$ cat src/rtl/pipeline6_fetch_redirect_pkg.sv
// rtl/pipeline6_fetch_redirect_pkg.sv - shared PC-select codes and opcode constants
// Purpose: definitions shared by the fetch/redirect block and the branch unit.
// Contents: pc_sel_e select codes, opcode[6:2] constants, is_redirect() helper.
package pipeline6_fetch_redirect_pkg;

  typedef enum logic [2:0] {
    PCSEL_SEQ   = 3'd0,
    PCSEL_IMMF  = 3'd1,
    PCSEL_ALUX  = 3'd2,
    PCSEL_BR_T  = 3'd3,
    PCSEL_BR_NT = 3'd4
  } pc_sel_e;

  // opcode[6:2] major classes, decoded identically by the branch unit
  localparam logic [4:0] OPC_LOAD  = 5'b00000;
  localparam logic [4:0] OPC_I     = 5'b00100;
  localparam logic [4:0] OPC_AUIPC = 5'b00101;
  localparam logic [4:0] OPC_S     = 5'b01000;
  localparam logic [4:0] OPC_R     = 5'b01100;
  localparam logic [4:0] OPC_LUI   = 5'b01101;
  localparam logic [4:0] OPC_B     = 5'b11000;
  localparam logic [4:0] OPC_JALR  = 5'b11001;
  localparam logic [4:0] OPC_JAL   = 5'b11011;

  // Corrective redirects: JALR target and both D2 branch outcomes.
  // A sequential or F-stage predicted jump is not a correction.
  function automatic logic is_redirect(input logic [2:0] sel);
    return (sel == PCSEL_ALUX) || (sel == PCSEL_BR_T) || (sel == PCSEL_BR_NT);
  endfunction

endpackage

$ cat src/rtl/pipeline6_pc_target.sv
// rtl/pipeline6_pc_target.sv - combinational next-PC target mux with error flags
// Purpose: form the next fetch address from the select code.
// Ports:
//   i_pc_sel    in  3   select code
//   i_pcF       in  32  current fetch PC
//   i_pcD2      in  32  PC of branch in D2
//   i_immF      in  32  J/B immediate of F instruction
//   i_immD2     in  32  B immediate of D2 branch
//   i_alu_x     in  32  JALR target from X
//   o_target    out 32  aligned target ([1:0] forced to 00)
//   o_misalign  out 1   raw target had [1:0]!=0
//   o_sel_bad   out 1   select code 5..7
//   o_redirect  out 1   select code is a corrective redirect
module pipeline6_pc_target
  import pipeline6_fetch_redirect_pkg::*;
(
  input  logic [2:0]  i_pc_sel,
  input  logic [31:0] i_pcF,
  input  logic [31:0] i_pcD2,
  input  logic [31:0] i_immF,
  input  logic [31:0] i_immD2,
  input  logic [31:0] i_alu_x,
  output logic [31:0] o_target,
  output logic        o_misalign,
  output logic        o_sel_bad,
  output logic        o_redirect
);

  logic [31:0] w_raw;

  always_comb begin
    w_raw     = i_pcF + 32'd4;
    o_sel_bad = 1'b0;
    case (i_pc_sel)
      PCSEL_SEQ:   w_raw = i_pcF + 32'd4;
      PCSEL_IMMF:  w_raw = i_pcF + i_immF;
      PCSEL_ALUX:  w_raw = i_alu_x & ~32'd1;
      PCSEL_BR_T:  w_raw = i_pcD2 + i_immD2;
      PCSEL_BR_NT: w_raw = i_pcD2 + 32'd4;
      default: begin
        // unknown codes fall back to sequential fetch
        w_raw     = i_pcF + 32'd4;
        o_sel_bad = 1'b1;
      end
    endcase
  end

  assign o_target   = {w_raw[31:2], 2'b00};
  assign o_misalign = |w_raw[1:0];
  assign o_redirect = is_redirect(i_pc_sel);

endmodule

$ cat src/rtl/pipeline6_fetch_redirect.sv
// rtl/pipeline6_fetch_redirect.sv - fetch PC register and F/D/D2/X valid tracking
// Purpose: applies PC-select codes and kill requests each cycle, tracks PCs to X.
// Ports:
//   i_clk, i_rst                  clock, synchronous active-high reset
//   i_stall                       hold F/D, bubble into D2
//   i_pc_sel                      next-PC select code
//   i_killD/D2/X_req              invalidate instruction entering that stage
//   i_immF, i_immD2, i_alu_x      target operands
//   o_pcF/o_pcD/o_pcD2/o_pcX      stage PCs
//   o_validF/D/D2/X               stage valid bits
//   o_redirect_cnt                saturating corrective-redirect count
//   o_misalign_err, o_sel_err     sticky error flags
module pipeline6_fetch_redirect
  import pipeline6_fetch_redirect_pkg::*;
#(
  parameter logic [31:0] RESET_PC = 32'h0000_0000,
  parameter int          CNT_W    = 16
) (
  input  logic             i_clk,
  input  logic             i_rst,
  input  logic             i_stall,
  input  logic [2:0]       i_pc_sel,
  input  logic             i_killD_req,
  input  logic             i_killD2_req,
  input  logic             i_killX_req,
  input  logic [31:0]      i_immF,
  input  logic [31:0]      i_immD2,
  input  logic [31:0]      i_alu_x,
  output logic [31:0]      o_pcF,
  output logic [31:0]      o_pcD,
  output logic [31:0]      o_pcD2,
  output logic [31:0]      o_pcX,
  output logic             o_validF,
  output logic             o_validD,
  output logic             o_validD2,
  output logic             o_validX,
  output logic [CNT_W-1:0] o_redirect_cnt,
  output logic             o_misalign_err,
  output logic             o_sel_err
);

  logic [31:0]      r_pcF, r_pcD, r_pcD2, r_pcX;
  logic             r_validF, r_validD, r_validD2, r_validX;
  logic [CNT_W-1:0] r_redirect_cnt;
  logic             r_misalign_err, r_sel_err;

  logic [31:0] w_target;
  logic        w_misalign, w_sel_bad, w_redirect, w_advance;

  pipeline6_pc_target u_target (
    .i_pc_sel   (i_pc_sel),
    .i_pcF      (r_pcF),
    .i_pcD2     (r_pcD2),
    .i_immF     (i_immF),
    .i_immD2    (i_immD2),
    .i_alu_x    (i_alu_x),
    .o_target   (w_target),
    .o_misalign (w_misalign),
    .o_sel_bad  (w_sel_bad),
    .o_redirect (w_redirect)
  );

  // A redirect overrides a stall: the wrong-path instructions held in F/D are
  // retired by the accompanying kills, so F/D must move on.
  assign w_advance = w_redirect | ~i_stall;

  always_ff @(posedge i_clk) begin
    if (i_rst) begin
      r_pcF          <= RESET_PC;
      r_pcD          <= 32'd0;
      r_pcD2         <= 32'd0;
      r_pcX          <= 32'd0;
      r_validF       <= 1'b0;
      r_validD       <= 1'b0;
      r_validD2      <= 1'b0;
      r_validX       <= 1'b0;
      r_redirect_cnt <= '0;
      r_misalign_err <= 1'b0;
      r_sel_err      <= 1'b0;
    end else begin
      // fetch always has something in flight once out of reset
      r_validF <= 1'b1;
      // D2 -> X moves every cycle, stalled or not
      r_pcX    <= r_pcD2;
      r_validX <= r_validD2 & ~i_killX_req;
      if (w_advance) begin
        r_pcF     <= w_target;
        r_pcD     <= r_pcF;
        r_pcD2    <= r_pcD;
        r_validD  <= r_validF & ~i_killD_req;
        r_validD2 <= r_validD & ~i_killD2_req;
        // only a target actually loaded into F counts as misaligned
        if (w_misalign) r_misalign_err <= 1'b1;
      end else begin
        r_validD2 <= 1'b0;
      end
      if (w_redirect && (r_redirect_cnt != {CNT_W{1'b1}}))
        r_redirect_cnt <= r_redirect_cnt + {{(CNT_W-1){1'b0}}, 1'b1};
      if (w_sel_bad) r_sel_err <= 1'b1;
    end
  end

  assign o_pcF          = r_pcF;
  assign o_pcD          = r_pcD;
  assign o_pcD2         = r_pcD2;
  assign o_pcX          = r_pcX;
  assign o_validF       = r_validF;
  assign o_validD       = r_validD;
  assign o_validD2      = r_validD2;
  assign o_validX       = r_validX;
  assign o_redirect_cnt = r_redirect_cnt;
  assign o_misalign_err = r_misalign_err;
  assign o_sel_err      = r_sel_err;

endmodule

$ cat config.mk
export PLATFORM = sky130hd
export DESIGN_NAME = pipeline6_fetch_redirect
export DESIGN_NICKNAME = d
export VERILOG_FILES = /design/src/rtl/pipeline6_fetch_redirect_pkg.sv /design/src/rtl/pipeline6_pc_target.sv /design/src/rtl/pipeline6_fetch_redirect.sv
export SDC_FILE = /design/constraint.sdc
export NUM_CORES = 1
export LEC_CHECK = 0
export CORE_UTILIZATION = 54
export DETAILED_ROUTE_END_ITERATION = 8
export PLACE_DENSITY = 0.87
export SETUP_SLACK_MARGIN = 0.1
export SLEW_MARGIN = 10
export SYNTH_ARGS = -nofsm -noshare
export SYNTH_HDL_FRONTEND = slang
export SYNTH_SLANG_ARGS = --single-unit
$ cat constraint.sdc
create_clock -name i_clk -period 10.1 [get_ports i_clk]
set_input_delay 1.515 -clock i_clk [delete_from_list [all_inputs] [get_ports i_clk]]
set_output_delay 1.515 -clock i_clk [all_outputs]
set_load 0.05 [all_outputs]
==> reports/summary.md <==
Each instance of the synthesized netlist takes up on average 7.672 sq um. The tools report the critical path capture point type as a flop. The finished layout holds 1716 standard cells, fillers aside. The number of endpoints with negative hold slack in the final report is 0, and the detailed-route wire length per cell is 20.13 um. The share of power burned in combinational logic is 29.7%.

The combined area of all synthesized cells is 9789 sq um. Summed over all nets, the switching power comes to 0.6493 mW. After detailed placement, the design holds a cell count of 1684. The global placement routability congestion is 0.9890, and the residual antenna-violating net count after detailed routing is 0. Among cell families on the critical path, the largest total delay comes from compound AO/OA/AOI/OAI gates.

Cell with the largest stage delay on the worst path: sky130_fd_sc_hd__clkdlybuf4s50_1. During placement, the flow inserted port buffers numbering 245. The logs give 0 for the remaining routing DRC violations and 142 for the number of clock sinks seen by CTS. Before antenna repair, the detailed router went through 5 iterations.

The detailed router finished its first iteration with 938 violations. Count of different cell masters after synthesis: 78. The data required time at the worst endpoint came out at 10.42 ns.

For this run, the number of Yosys warnings is 0. The power per standard cell area is 137.8 nW/um^2, and the power share of the clock group is 34.2%. In this run the tightest slew margin relative to its limit is 28.94%. The minimum clock period was 5.073 ns. The sum of net half-perimeters after detailed placement came out at 25.17 mm. The initial antenna violation count is 0. The number of global-route vias before repair came out at 9834.

The routed layout has 10630 vias. Largest stage delay on the critical path: 0.72 ns. The tools report the final layout net count as 1645. The worst setup path startpoint is i_pc_sel[0].

STA classifies the critical path startpoint as an input port. The area growth from synthesis to layout is 31.05%. Summed over all layers, the global routing overflow is 0. The clock reaches the later pin of the worst-skew pair after 0.43 ns. In this run, synthesis produced a sequential element count of 142. Along the worst path, the maximum fanout reaches 26.

Across all hold checks on the routed design, the worst slack comes to 0.4530 ns. From left edge to right edge, the die measures 136.6 um. Global routing consumed, over all layers together, 36.66% of the routing resources. In this run the register-to-register setup slack is 6.51 ns. The initial utilization of the core area, before any placement, comes to 56.01%. The logs give 4 for the CTS H-tree depth and 0 for the number of antenna cells inserted.

The switching share of power is 36.73%, and the share of async-settable or async-resettable flops after synthesis is 0%. Reg-to-reg startpoint: o_pcF[5]. Clock-pin slew was measured on the worst setup and hold paths at 0.07 ns. Walking the worst path, the cells encountered are clkdlybuf4s50_1, nor3b_4, buf_4, nand2_1, o21ai_0, ha_1, inv_1, a221oi_4, nand3_2, nor2_1, xnor2_1, a221oi_2, o211ai_1, a211o_1. In this run, synthesis inferred 0 flip-flops with an integrated enable.

The kind of critical path was in2reg. The endpoint identified for the worst register-to-register timing path is o_pcF[31]. Synthesis produced 1276 cells.

The sequential-to-total area share from yosys stat was 29.04%; the total core area was 17480 sq um. The worst register-to-register path has a depth of 9. Summed over all cells, the static leakage comes to 4.893 nW.

The logs give 34.54 mm for the routed wire length and 0 ns for the final setup TNS. For the die outline area, the log shows 18670 sq um. The die is 136.6 um tall. Max-slew violation count: 0.

TritonCTS built the clock tree. Hold repair after CTS inserted 0 buffers. Once the clock tree was built, the resizer swapped 0 gates to a different size. For the pin with the worst max-slew slack, the measured transition is 1.066 ns. The cell type with the highest aggregate area in the netlist is sky130_fd_sc_hd__dfxtp_1.

The final critical path takes up 50.23% of the cycle. The total of max-cap violations is 0, and the maximum vdd ir drop is 0.0001213 V. Sorting the synthesized cells by area gives the leading types as sky130_fd_sc_hd__dfxtp_1 (29%), sky130_fd_sc_hd__nand2_1 (8.0%), sky130_fd_sc_hd__ha_1 (7.7%). The achievable frequency was 197.1 MHz.

The post-layout worst setup margin was 5.027 ns. Setup repair after global routing left no endpoint under its margin. The most common flop cell mapped by yosys is sky130_fd_sc_hd__dfxtp_1.

The worst hold path belongs to the class reg2reg. Mean number of vias per cell: 6.196. Setup violations remaining at the end of the flow were counted as 0. The wire length of the first global-routing pass is 52.70 mm, and the number of buffers created by CTS is 17. Internal power comes to 1.119 mW.

sky130_fd_sc_hd__nand2_1 is the most common cell in the netlist. In the final layout, the share of cells above drive strength 1 is 4.292%. The pin count of the biggest net entering global routing came out at 104. The logs give 5.39 ns for the data arrival time of the critical path and 48 for the number of placement rows. The critical path contains buffers and inverters numbering 3 combined.

The destination of the critical timing path was o_pcF[30]. Counting instances in the post-synthesis netlist gives the leading cell types as sky130_fd_sc_hd__nand2_1 (209), sky130_fd_sc_hd__a21oi_1 (142), sky130_fd_sc_hd__dfxtp_1 (142), sky130_fd_sc_hd__nor2_1 (94). The buffer cell driving the clock tree root is sky130_fd_sc_hd__clkbuf_16. 255 I/O pins were placed. Counting buffers and inverters, the worst setup path is 14 cells deep. Portion of total power attributed to sequential cells: 36.1%. The longest clock path from root to sink contains 2 buffers. The run finished with clean final reports. The number of setup buffers added after CTS was 0; the post-route clock skew was 0.01165 ns. OpenSTA, run right after detailed placement, puts the worst setup slack at 4.667 ns. The share of the synthesized area in the top cell type is 29.04%.
## how the worst min path moves through the flow
stage	from	endpoint	slack, ns	cells past startpoint
after detailed placement	o_sel_err	o_sel_err	0.44	2
after global placement	o_sel_err	o_sel_err	0.44	2
after global routing	o_sel_err	o_sel_err	0.48	2
final	o_sel_err	o_sel_err	0.45	2
after CTS	o_sel_err	o_sel_err	0.46	2
after floorplan	o_sel_err	o_sel_err	0.66	2
## power groups by stage
stage | Combinational (mW) | Clock (mW) | Sequential (mW)
6_report | 0.526 | 0.604 | 0.638
5_1_grt | 0.561 | 0.632 | 0.641
4_1_cts | 0.518 | 0.606 | 0.635
3_5_place_dp | 0.513 | 0 | 0.648
3_3_place_gp | 0.506 | 0 | 0.646
2_1_floorplan | 0.261 | 0 | 0.723
## cell families after synthesis
logic type | share of synthesized area [%]
compound gates | 24.08
xor+xnor | 9.126
fa+ha+maj | 8.078
buf+inv | 4.218
flops | 29.04
mux | 2.109
other cells | 0.03831
simple gates | 23.31
## worst register-to-register path, stage by stage (launching register included)
cell and delay (ns):
sky130_fd_sc_hd__dfxtp_1 0.50, sky130_fd_sc_hd__nand2_1 0.14, sky130_fd_sc_hd__or4b_4 0.58, sky130_fd_sc_hd__o22ai_1 0.75, sky130_fd_sc_hd__nand3_1 0.37, sky130_fd_sc_hd__nor2b_4 0.26, sky130_fd_sc_hd__nand2_1 0.08, sky130_fd_sc_hd__xor2_1 0.17
sky130_fd_sc_hd__a221oi_1 0.48, sky130_fd_sc_hd__a211oi_1 0.13
## cell usage in the layout, fill, tap and decap left out, types with 11 or more instances in the layout
cell type and count:
sky130_fd_sc_hd__a211oi_1 15, sky130_fd_sc_hd__a21o_1 24, sky130_fd_sc_hd__a21oi_1 142, sky130_fd_sc_hd__a221oi_1 20, sky130_fd_sc_hd__and3_1 13, sky130_fd_sc_hd__clkbuf_16 17, sky130_fd_sc_hd__clkdlybuf4s50_1 244, sky130_fd_sc_hd__dfxtp_1 142
sky130_fd_sc_hd__ha_1 60, sky130_fd_sc_hd__inv_1 19, sky130_fd_sc_hd__mux2i_1 15, sky130_fd_sc_hd__nand2_1 208, sky130_fd_sc_hd__nand3_1 41, sky130_fd_sc_hd__nand4_1 21, sky130_fd_sc_hd__nor2_1 93, sky130_fd_sc_hd__nor2b_1 38
sky130_fd_sc_hd__nor3_1 25, sky130_fd_sc_hd__o211ai_1 16, sky130_fd_sc_hd__o21ai_0 60, sky130_fd_sc_hd__o21bai_1 11, sky130_fd_sc_hd__xnor2_1 53, sky130_fd_sc_hd__xor2_1 49
## state kept, by name, summed over array words and instances (netlist names)
register	flops
o_pcD	30
o_validF	1
o_sel_err	1
o_pcX	30
o_validD2	1
o_pcF	30
o_redirect_cnt	16
o_validD	1
o_misalign_err	1
o_pcD2	30
o_validX	1
## routing by layer
layer,vias to the layer above,global-route usage [%],part of all wire [%]
met3,81,9.630,11
met4,0,13.27,2.9
li1,4987,-,-
met5,-,0,0
met1,4992,49.47,42
met2,573,55.87,44
## through the flow
stage / total power, mW / util [%] / cell area (sq um)
2_1_floorplan: 0.9836 / - / 9816
5_1_grt: 1.833 / 73.40 / 12830
3_5_place_dp: 1.160 / 70.25 / 12280
3_3_place_gp: 1.153 / 70.25 / 12280
6_report: 1.768 / 73.40 / 12830
4_1_cts: 1.759 / 73.40 / 12830
## cell type report
class / instances / area, sq um
Clock buffer: 20 / 446.7
Clock inverter: 12 / 103.9
Fill cell: 1394 / 4648
Inverter: 19 / 71.32
Multi-Input combinational cell: 1045 / 6573
Sequential cell: 142 / 2843
Tap cell: 225 / 281.5
Timing Repair Buffer: 253 / 2510
Power figures use the tool's default switching activity.
